### config.mk
export PLATFORM = sky130hd
export DESIGN_NAME = alu_flag_gen
export DESIGN_NICKNAME = d
export VERILOG_FILES = /design/src/rtl/alu_flag_gen.sv
export SDC_FILE = /design/constraint.sdc
export NUM_CORES = 1
export LEC_CHECK = 0
export ABC_AREA = 1
export CORE_UTILIZATION = 48
export CTS_CLUSTER_DIAMETER = 60
export DETAILED_ROUTE_END_ITERATION = 6
export PLACE_DENSITY = 0.68
export SYNTH_ARGS = -nofsm -noshare
export SYNTH_HDL_FRONTEND = slang
export SYNTH_SLANG_ARGS = --single-unit
### constraint.sdc
create_clock -name clock -period 6.2 [get_ports clock]
set_input_delay 1.86 -clock clock [delete_from_list [all_inputs] [get_ports clock]]
set_output_delay 1.86 -clock clock [all_outputs]
set_load 0.01 [all_outputs]
### src/rtl/alu_flag_gen.sv
// Multi-cycle 16-bit ALU with registered result and C/Z/N/V flags.
// Shifts run one bit per clock; every other opcode completes in a single EXEC cycle.
module alu_flag_gen #(
    parameter int DATA_W = 16,
    parameter int FLAG_W = 4
) (
    input  logic              clock,
    input  logic              n_rst,
    input  logic              start,
    input  logic [2:0]        op,
    input  logic [DATA_W-1:0] a,
    input  logic [DATA_W-1:0] b,
    output logic              busy,
    output logic              done,
    output logic [DATA_W-1:0] result,
    output logic [FLAG_W-1:0] flags,
    output logic              flag_we
);

    localparam logic [1:0] ST_IDLE = 2'b00;
    localparam logic [1:0] ST_EXEC = 2'b01;
    localparam logic [1:0] ST_DONE = 2'b10;

    localparam logic [2:0] OP_ADD = 3'b000;
    localparam logic [2:0] OP_SUB = 3'b001;
    localparam logic [2:0] OP_AND = 3'b010;
    localparam logic [2:0] OP_OR  = 3'b011;
    localparam logic [2:0] OP_XOR = 3'b100;
    localparam logic [2:0] OP_SHL = 3'b101;
    localparam logic [2:0] OP_SHR = 3'b110;
    localparam logic [2:0] OP_CMP = 3'b111;

    logic [1:0]        state_q, state_d;
    logic [2:0]        op_q, op_d;
    logic [DATA_W-1:0] a_q, a_d;
    logic [DATA_W-1:0] b_q, b_d;
    logic [3:0]        count_q, count_d;
    logic              shc_q, shc_d;
    logic [DATA_W-1:0] result_q, result_d;
    logic [FLAG_W-1:0] flags_q, flags_d;
    logic              busy_q, busy_d;
    logic              done_q, done_d;

    logic [DATA_W:0]   sum_s;
    logic [DATA_W-1:0] diff_s;
    logic [DATA_W-1:0] res_s;
    logic              c_s;
    logic              v_s;
    logic              is_shift_s;

    // Arithmetic/logic datapath on the latched operands; a_q doubles as the shift working value.
    always_comb begin
        sum_s  = {1'b0, a_q} + {1'b0, b_q};
        diff_s = a_q - b_q;
        res_s  = {DATA_W{1'b0}};
        c_s    = 1'b0;
        v_s    = 1'b0;
        case (op_q)
            OP_ADD: begin
                res_s = sum_s[DATA_W-1:0];
                c_s   = sum_s[DATA_W];
                v_s   = (a_q[DATA_W-1] == b_q[DATA_W-1]) && (sum_s[DATA_W-1] != a_q[DATA_W-1]);
            end
            OP_SUB, OP_CMP: begin
                res_s = diff_s;
                c_s   = (a_q < b_q);
                v_s   = (a_q[DATA_W-1] != b_q[DATA_W-1]) && (diff_s[DATA_W-1] != a_q[DATA_W-1]);
            end
            OP_AND: res_s = a_q & b_q;
            OP_OR:  res_s = a_q | b_q;
            OP_XOR: res_s = a_q ^ b_q;
            OP_SHL, OP_SHR: begin
                res_s = a_q;
                c_s   = shc_q;
            end
            default: res_s = {DATA_W{1'b0}};
        endcase
    end

    assign is_shift_s = (op_q == OP_SHL) || (op_q == OP_SHR);

    // Next-state, operand latch, shift sequencing and result/flag capture.
    always_comb begin
        state_d  = state_q;
        op_d     = op_q;
        a_d      = a_q;
        b_d      = b_q;
        count_d  = count_q;
        shc_d    = shc_q;
        result_d = result_q;
        flags_d  = flags_q;
        case (state_q)
            ST_IDLE: begin
                if (start) begin
                    op_d    = op;
                    a_d     = a;
                    b_d     = b;
                    count_d = b[3:0];
                    shc_d   = 1'b0;
                    state_d = ST_EXEC;
                end else begin
                    state_d = ST_IDLE;
                end
            end
            ST_EXEC: begin
                if (is_shift_s && (count_q != 4'd0)) begin
                    if (op_q == OP_SHL) begin
                        shc_d = a_q[DATA_W-1];
                        a_d   = a_q << 1;
                    end else begin
                        shc_d = a_q[0];
                        a_d   = a_q >> 1;
                    end
                    count_d = count_q - 4'd1;
                end else begin
                    // CMP only updates flags; the previous result is kept.
                    if (op_q == OP_CMP) begin
                        result_d = result_q;
                    end else begin
                        result_d = res_s;
                    end
                    flags_d = {v_s, res_s[DATA_W-1], (res_s == {DATA_W{1'b0}}), c_s};
                    state_d = ST_DONE;
                end
            end
            ST_DONE: state_d = ST_IDLE;
            default: state_d = ST_IDLE;
        endcase
        busy_d = (state_d == ST_EXEC) || (state_d == ST_DONE);
        done_d = (state_d == ST_DONE);
    end

    // State and output registers; reset aborts any in-flight operation.
    always_ff @(posedge clock or negedge n_rst) begin
        if (!n_rst) begin
            state_q  <= ST_IDLE;
            op_q     <= 3'b000;
            a_q      <= {DATA_W{1'b0}};
            b_q      <= {DATA_W{1'b0}};
            count_q  <= 4'd0;
            shc_q    <= 1'b0;
            result_q <= {DATA_W{1'b0}};
            flags_q  <= {FLAG_W{1'b0}};
            busy_q   <= 1'b0;
            done_q   <= 1'b0;
        end else begin
            state_q  <= state_d;
            op_q     <= op_d;
            a_q      <= a_d;
            b_q      <= b_d;
            count_q  <= count_d;
            shc_q    <= shc_d;
            result_q <= result_d;
            flags_q  <= flags_d;
            busy_q   <= busy_d;
            done_q   <= done_d;
        end
    end

    assign busy    = busy_q;
    assign done    = done_q;
    assign flag_we = done_q;
    assign result  = result_q;
    assign flags   = flags_q;

endmodule

==> flow_metrics.tcl, run 1 <==
set metrics [dict create \
    status "complete, no violations" \
    drtIter0Drc 430 \
    setup_ws_ns 2.37 \
    worst_hold_path_type "reg -> reg" \
    cp-end-kind "register" \
    netlist.top_cell.by_area "dfrtp_1" \
    gp_congestion 0.962 \
    postCtsHoldBufs 0 \
    pin_count 61 \
    dieArea_sq_um 12100 \
    yosys_register_bits 64 \
    ys_async_sr_fraction_pct 100 \
    drc 0 \
    crit_chain "clkdlybuf4s50_1, nand2_1, buf_4, nand2_1, inv_2, ha_1, inv_1" \
    grt_pass1_wl_mm 26.3 \
    setup-tns-final_ns 0 \
    grt_use_total_pct 29.4 \
    core_sq_um 11400 \
    num_vias 5669 \
    drt_wl_total_mm 16.8 \
    clk_latency_ns 0.34 \
    chipHeight_um 110 \
    io_buffer_count 60 \
    cts_tree "built" \
    synth_most_common_cell "nand2_1" \
    cts-resized-gates 0 \
    first_pass_iters 5 \
    rows 39 \
    fin_util_pct 57.4 \
    start_util_pct 49.2 \
    fin_crit_sh_pct 61.8 \
    crit_type "in -> reg" \
    yosys_warnings 0 \
    clock-sinks 64 \
    syn2layout_area_growth_pct 16.5 \
    antenna_found_initial 0 \
    multiInputGateArea_sq_um 3380 \
    register_area_sq_um 1600 \
    rsz0062_at_grt "false" \
    r2r_slack_ns 3.20 \
    netlist_top_cells_area "dfrtp_1 29%, nand2_1 16%, ha_1 11%" \
    synthCells 865 \
    cpPeakStageDelay_ns 0.75 \
    ys_types 37 \
    viasPerCell 5.39 \
    fmaxAchievable_mhz 261 \
    cp_top_family "buffers and inverters" \
    critical_path_arrival_ns 4.12 \
    start_kind "primary input" \
    clk_pin_slew_worst_paths_ns 0.06 \
    finalSetupViolations 0 \
    crit_path_top_delay_cell "nand2_1" \
    pre_cts_slack_ns 2.01 \
    die_x_um 110 \
    crit_fanout 39 \
    fin_crit_ns 3.83 \
    crit_required_ns 6.49 \
    syn_area_per_cell_sq_um 6.47 \
    cts_max_level 3 \
    hold_viol 0 \
    antenna_cells 0 \
    synth_area_sq_um 5600 \
    grt_pass1_vias 5103 \
    synth_seq_area_share_pct 28.6 \
    fin_hold_ws_ns 0.476 \
    skew_ns 0.00634 \
    nNetsFinal 995 \
    synth_fp_nets 956 \
    clockBufferDepth 2 \
    hpwl_mm 13.1 \
    path_buf_inv 4 \
    ys.flop_type "dfrtp_1" \
    antenna_left 0 \
    overflow 0 \
    synth_edf_count 0 \
    path_common_cell "nand2_1" \
    root_buffer "clkbuf_16" \
    wl_per_cell_um 16.0 \
    postCtsSetupRepairBufs 0 \
    layout-drive-gt1-share_pct 5.06 \
    grt_max_degree 65 \
    n_fill_cell 1132 \
    cts_buffers 9 \
    synth_common_cells "239 x nand2_1, 104 x inv_1, 98 x nor2_1" \
    slew_headroom_pct 23.3 \
    synth_top_area_share_pct 28.6 \
    tightest_slew_ns 1.15 \
    slew_violations 0 \
    drv_cap 0 \
]
layout make-up:
cell class / instances / share of cell area [%]
Tap cell: 143 / 2.74
Inverter: 115 / 6.62
Multi-Input combinational cell: 651 / 51.9
Clock buffer: 10 / 3.66
Sequential cell: 64 / 24.6
Timing Repair Buffer: 63 / 9.48
Clock inverter: 6 / 1.06
flip-flops by register name, indices dropped and copies added, names as in the netlist:
| name | cells |
|---|---|
| busy | 1 |
| b_q | 16 |
| flags | 4 |
| result | 16 |
| shc_q | 1 |
| done | 1 |
| op_q | 3 |
| count_q | 4 |
| state_q | 2 |
| a_q | 16 |
cell families after synthesis:
family | Yosys count | share of synthesized area, %
buffers and inverters | 150 | 10.9
AOI/OAI and AO/OA | 145 | 14.2
adders and majority gates | 53 | 12.1
DFF | 64 | 28.6
xor gates and xnor gates | 5 | 0.782
and+or+nand+nor | 448 | 33.3
per-stage QoR:
step | std cells | area, sq um
after CTS | 1052 | 6520
after detailed placement | 1036 | 6210
after global routing | 1052 | 6520
after global placement | 1036 | 6210
final | 1052 | 6520
after floorplan | 865 | 5600
routing by layer:
layer  vias to the layer above  wire length (um)  GRT usage (%)
met1                      2618              8200           41.7
met5                         -                 0              0
li1                       2858                 -              -
met2                       178              7440           45.4
met4                         0               222           9.62
met3                        15               980           4.53
final timing paths:
| kind | from | cells after the start | endpoint |
|---|---|---|---|
| worst max-delay path | start | 7 | busy$_DFF_PN0_ |
| worst min-delay path | flags[1]$_DFFE_PN0P_ | 2 | flags[1]$_DFFE_PN0P_ |
| worst max register to register | state_q[1]$_DFF_PN0_ | 7 | busy$_DFF_PN0_ |
| worst min register to register | flags[1]$_DFFE_PN0P_ | 2 | flags[1]$_DFFE_PN0P_ |
| max in group asynchronous | n_rst | 2 | a_q[0]$_DFFE_PN0P_ |
| min in group asynchronous | n_rst | 2 | result[2]$_DFFE_PN0P_ |
worst min-delay path, cell delays in order (launching register included):
cell,delay (ns)
dfrtp_1,0.34
nand2_1,0.05
nand2_1,0.05
layout by cell type (no fill, tap or decap), types with 2 or more instances in the layout:
| cell type | instances |
|---|---|
| xor2_1 | 4 |
| nor2_1 | 98 |
| o211ai_1 | 2 |
| nor2_2 | 6 |
| nand3b_1 | 2 |
| nand4_1 | 8 |
| inv_1 | 104 |
| a21oi_1 | 60 |
| a221oi_1 | 2 |
| inv_2 | 11 |
| clkdlybuf4s50_1 | 59 |
| nand2_1 | 239 |
| nor3_1 | 7 |
| clkinv_4 | 3 |
| o21bai_1 | 3 |
| a31oi_1 | 16 |
| clkbuf_16 | 9 |
| o22ai_1 | 16 |
| o21ai_1 | 14 |
| buf_4 | 3 |
| nand2_2 | 5 |
| ha_1 | 51 |
| nand3_1 | 77 |
| dfrtp_1 | 64 |
| fa_1 | 2 |
| o21ai_0 | 29 |
Power of run 1 is not shown: default switching activity piles up to over one toggle a cycle in this logic, so the estimate is an artifact.
==> run 2: changes to the inputs <==
PLACE_DENSITY = 0.7   (was 0.68)
clock period = 3.5 ns   (was 6.2 ns; I/O delays follow)
==> run 2 against run 1 <==
Global-route usage decreased by 0.25 points. First-iteration DRC count is 24% higher. Critical path depth increased by 7. Clock skew is 0.0043 ns higher. Via count is 0.55% lower. Sequential share of layout area down 0.11 points. Critical endpoint is now flags[1]$_DFFE_PN0P_. Highest routed layer unchanged.
==> flow_metrics.tcl, run 2 (same netlist as run 1, synthesis figures left out) <==
set metrics [dict create \
    clk_latency_ns 0.35 \
    n_fill_cell 1169 \
    cts_buffers 9 \
    cp_top_family "simple AND/OR/NAND/NOR gates" \
    grt_pass1_wl_mm 26.4 \
    status "complete, no violations" \
    nNetsFinal 999 \
    grt_pass1_vias 5160 \
    antenna_found_initial 0 \
    hold_viol 0 \
    rows 39 \
    cpPeakStageDelay_ns 0.46 \
    cts-resized-gates 0 \
    fin_crit_sh_pct 75.5 \
    drtIter0Drc 533 \
    slew_headroom_pct 54.2 \
    viasPerCell 5.35 \
    path_common_cell "nand2_1" \
    place_inst 1040 \
    layout-drive-gt1-share_pct 5.27 \
    postCtsSetupRepairBufs 0 \
    crit_fanout 8 \
    worst_hold_path_type "reg -> reg" \
    antenna_cells 0 \
    overflow 0 \
    wl_per_cell_um 15.4 \
    root_buffer "clkbuf_16" \
    clockBufferDepth 2 \
    fin_cells 1054 \
    die_x_um 110 \
    cts_tree "built" \
    fin_crit_ns 2.64 \
    fmaxAchievable_mhz 378 \
    fin_hold_ws_ns 0.475 \
    cts_max_level 3 \
    cp-end-kind "register" \
    path_buf_inv 2 \
    setup-tns-final_ns 0 \
    postCtsHoldBufs 0 \
    core_sq_um 11400 \
    grt_max_degree 65 \
    chipHeight_um 110 \
    hpwl_mm 12.5 \
    first_pass_iters 6 \
    drc 0 \
    slew_violations 0 \
    clock-sinks 64 \
    setup_ws_ns 0.857 \
    drt_wl_total_mm 16.3 \
    grt_use_total_pct 29.1 \
    skew_ns 0.0106 \
    finalSetupViolations 0 \
    crit_type "reg -> reg" \
    num_vias 5638 \
    pin_count 61 \
    start_kind "register" \
    crit_path_top_delay_cell "ha_1" \
    start_util_pct 49.2 \
    drv_cap 0 \
    rsz0062_at_grt "false" \
    crit_chain "inv_1, ha_1, inv_1, a21oi_1, nand2_1, a21oi_1, nand3_1, nand3_1, nand2_1, nor2_1, nand2_1, nor2_1, nand3_1, nand2_1" \
    io_buffer_count 60 \
    final_common_cell "nand2_1" \
    clk_pin_slew_worst_paths_ns 0.05 \
    pre_cts_slack_ns 0.940 \
    most-common-layout-cells "239 x nand2_1, 104 x inv_1, 98 x nor2_1" \
    critical_path_arrival_ns 2.92 \
    dieArea_sq_um 12100 \
    tightest_slew_ns 0.686 \
    syn2layout_area_growth_pct 17.1 \
    antenna_left 0 \
    gp_congestion 0.936 \
    crit_required_ns 3.78 \
]
## run 2: worst paths after layout
path	from	to	slack (ns)	cells after the start
max in group asynchronous	n_rst	a_q[15]$_DFFE_PN0P_	2.50	2
worst min-delay path	result[6]$_DFFE_PN0P_	result[6]$_DFFE_PN0P_	0.47	2
min in group asynchronous	n_rst	result[4]$_DFFE_PN0P_	0.71	2
worst max-delay path	a_q[9]$_DFFE_PN0P_	flags[1]$_DFFE_PN0P_	0.86	14
worst max register to register	a_q[9]$_DFFE_PN0P_	flags[1]$_DFFE_PN0P_	0.86	14
worst min register to register	result[6]$_DFFE_PN0P_	result[6]$_DFFE_PN0P_	0.47	2
## run 2: per-layer routing
layer / wire length (um) / up-vias / share of wire, % / GRT usage, %
met5: 0 / - / 0 / 0
met4: 324 / 0 / 2.0 / 11.8
met3: 1310 / 25 / 8.1 / 4.59
met2: 7080 / 239 / 43 / 43.5
met1: 7560 / 2509 / 46 / 41.7
li1: - / 2865 / - / -
## run 2: cell type report
type	count	area, sq um	area share, %
multi-input cells	651	3380	51.6
flip-flops and latches	64	1600	24.4
repair buffers	67	661	10.1
inverters	115	432	6.59
clock buffers	11	253	3.86
well taps	143	179	2.73
clock inverters	3	42.5	0.649
## run 2: per-stage QoR
step / cell area [sq um] / util, %
2_1_floorplan: 5600 / -
4_1_cts: 6550 / 57.6
5_1_grt: 6550 / 57.6
6_report: 6550 / 57.6
3_5_place_dp: 6260 / 55.0
3_3_place_gp: 6260 / 55.0
## run 2: tightest hold or removal path, cell delays in order, from the launching register on
cell and delay (ns):
dfrtp_1 0.34, nand2_1 0.05, nand2_1 0.05
Power of run 2 is left out for the same reason.
==> run 3: changes to the inputs <==
PLACE_DENSITY = 0.68   (was 0.7)
clock period = 2.7 ns   (was 3.5 ns; I/O delays follow)
==> run 3 against run 2 <==
Worst hold slack worse by 0.0047 ns. Critical path depth grew 1. Wire length grew 9.2%. Die area stayed put. Non-clock buffer count up 15. Cell count up 1.5%.
==> flow_metrics.tcl, run 3 (same netlist as run 1, synthesis figures left out) <==
set metrics [dict create \
    rsz0062_at_grt "false" \
    drtIter0Drc 504 \
    grt_pass1_wl_mm 27.6 \
    slew_violations 0 \
    syn2layout_area_growth_pct 19.7 \
    overflow 0 \
    grt_pass1_vias 5391 \
    dieArea_sq_um 12100 \
    clock-sinks 64 \
    tightest_slew_ns 0.664 \
    clk_latency_ns 0.34 \
    io_buffer_count 60 \
    critical_path_arrival_ns 2.73 \
    skew_ns 0.00569 \
    setup-tns-final_ns 0 \
    grt_max_degree 42 \
    die_x_um 110 \
    chipHeight_um 110 \
    antenna_cells 0 \
    fin_crit_sh_pct 90.7 \
    postCtsSetupRepairBufs 0 \
    finalSetupViolations 0 \
    status "complete, no violations" \
    viasPerCell 5.50 \
    num_vias 5884 \
    gp_congestion 0.934 \
    cts_buffers 9 \
    final_common_cell "nand2_1" \
    cts_tree "built" \
    layout-drive-gt1-share_pct 7.34 \
    root_buffer "clkbuf_16" \
    clk_pin_slew_worst_paths_ns 0.06 \
    nNetsFinal 1014 \
    drt_wl_total_mm 17.8 \
    cp-end-kind "register" \
    hold_viol 0 \
    n_fill_cell 1118 \
    fin_crit_ns 2.45 \
    core_sq_um 11400 \
    clockBufferDepth 2 \
    most-common-layout-cells "239 x nand2_1, 104 x inv_1, 97 x nor2_1" \
    start_kind "register" \
    hpwl_mm 13.9 \
    first_pass_iters 5 \
    wl_per_cell_um 16.6 \
    antenna_found_initial 0 \
    cts_max_level 3 \
    postCtsHoldBufs 0 \
    worst_hold_path_type "in -> async" \
    drv_cap 0 \
    crit_required_ns 2.98 \
    start_util_pct 49.2 \
    antenna_left 0 \
    slew_headroom_pct 55.6 \
    crit_type "reg -> reg" \
    pin_count 61 \
    cts-resized-gates 0 \
    crit_fanout 5 \
    rows 39 \
    grt_use_total_pct 31.0 \
    drc 0 \
    fmaxAchievable_mhz 408 \
]
## run 3: worst max-delay path, cell delays in order, from the launching register on
cell	delay, ns
dfrtp_1	0.42
inv_1	0.13
ha_1	0.16
inv_1	0.08
fa_1	0.42
nand2_1	0.09
nand2_1	0.10
nand3_1	0.15
nand2_1	0.09
a21oi_1	0.20
nand2_1	0.07
nand3_1	0.08
nand3_1	0.12
nor2_1	0.14
nand3_1	0.08
nand2_1	0.06
## run 3: metrics by stage
| stage | util [%] | cell area [sq um] | hold WS (ns) | instances | worst slack (ns) |
|---|---|---|---|---|---|
| finish | 58.9 | 6700 | 0.470 | 1070 | 0.250 |
| global route | 58.9 | 6700 | 0.489 | 1070 | 0.00399 |
| CTS | 58.8 | 6690 | 0.479 | 1070 | 0.175 |
| detailed placement | 56.0 | 6370 | 0.464 | 1055 | 0.184 |
| global placement | 56.0 | 6370 | 0.462 | 1055 | 0.205 |
| floorplan | - | 5600 | 0.478 | 865 | 0.656 |
## run 3: worst paths after layout
check / startpoint / endpoint / slack, ns / cells past startpoint
worst max-delay path: a_q[0]$_DFFE_PN0P_ / flags[1]$_DFFE_PN0P_ / 0.25 / 15
worst min-delay path: n_rst / result[4]$_DFFE_PN0P_ / 0.47 / 1
worst max register to register: a_q[0]$_DFFE_PN0P_ / flags[1]$_DFFE_PN0P_ / 0.25 / 15
worst min register to register: result[7]$_DFFE_PN0P_ / result[7]$_DFFE_PN0P_ / 0.47 / 2
max in group asynchronous: n_rst / b_q[11]$_DFFE_PN0P_ / 1.58 / 2
min in group clock: result[7]$_DFFE_PN0P_ / result[7]$_DFFE_PN0P_ / 0.47 / 2
## run 3: final cells by class
type	instances	area, sq um	share of cell area [%]
inverters	115	432	6.44
flip-flops and latches	64	1600	23.9
multi-input cells	651	3390	50.7
well taps	143	179	2.67
clock inverters	5	81.3	1.21
clock buffers	10	239	3.57
repair buffers	82	773	11.5
## run 3: per-layer routing
metal  wire, um  vias to the layer above  GRT usage, %
li1           -                     2903             -
met1       8010                     2713          41.2
met2       7960                      236          49.7
met3       1350                       32          5.64
met4        447                        0          12.0
met5          0                        -             0
Power of run 3 is left out for the same reason.
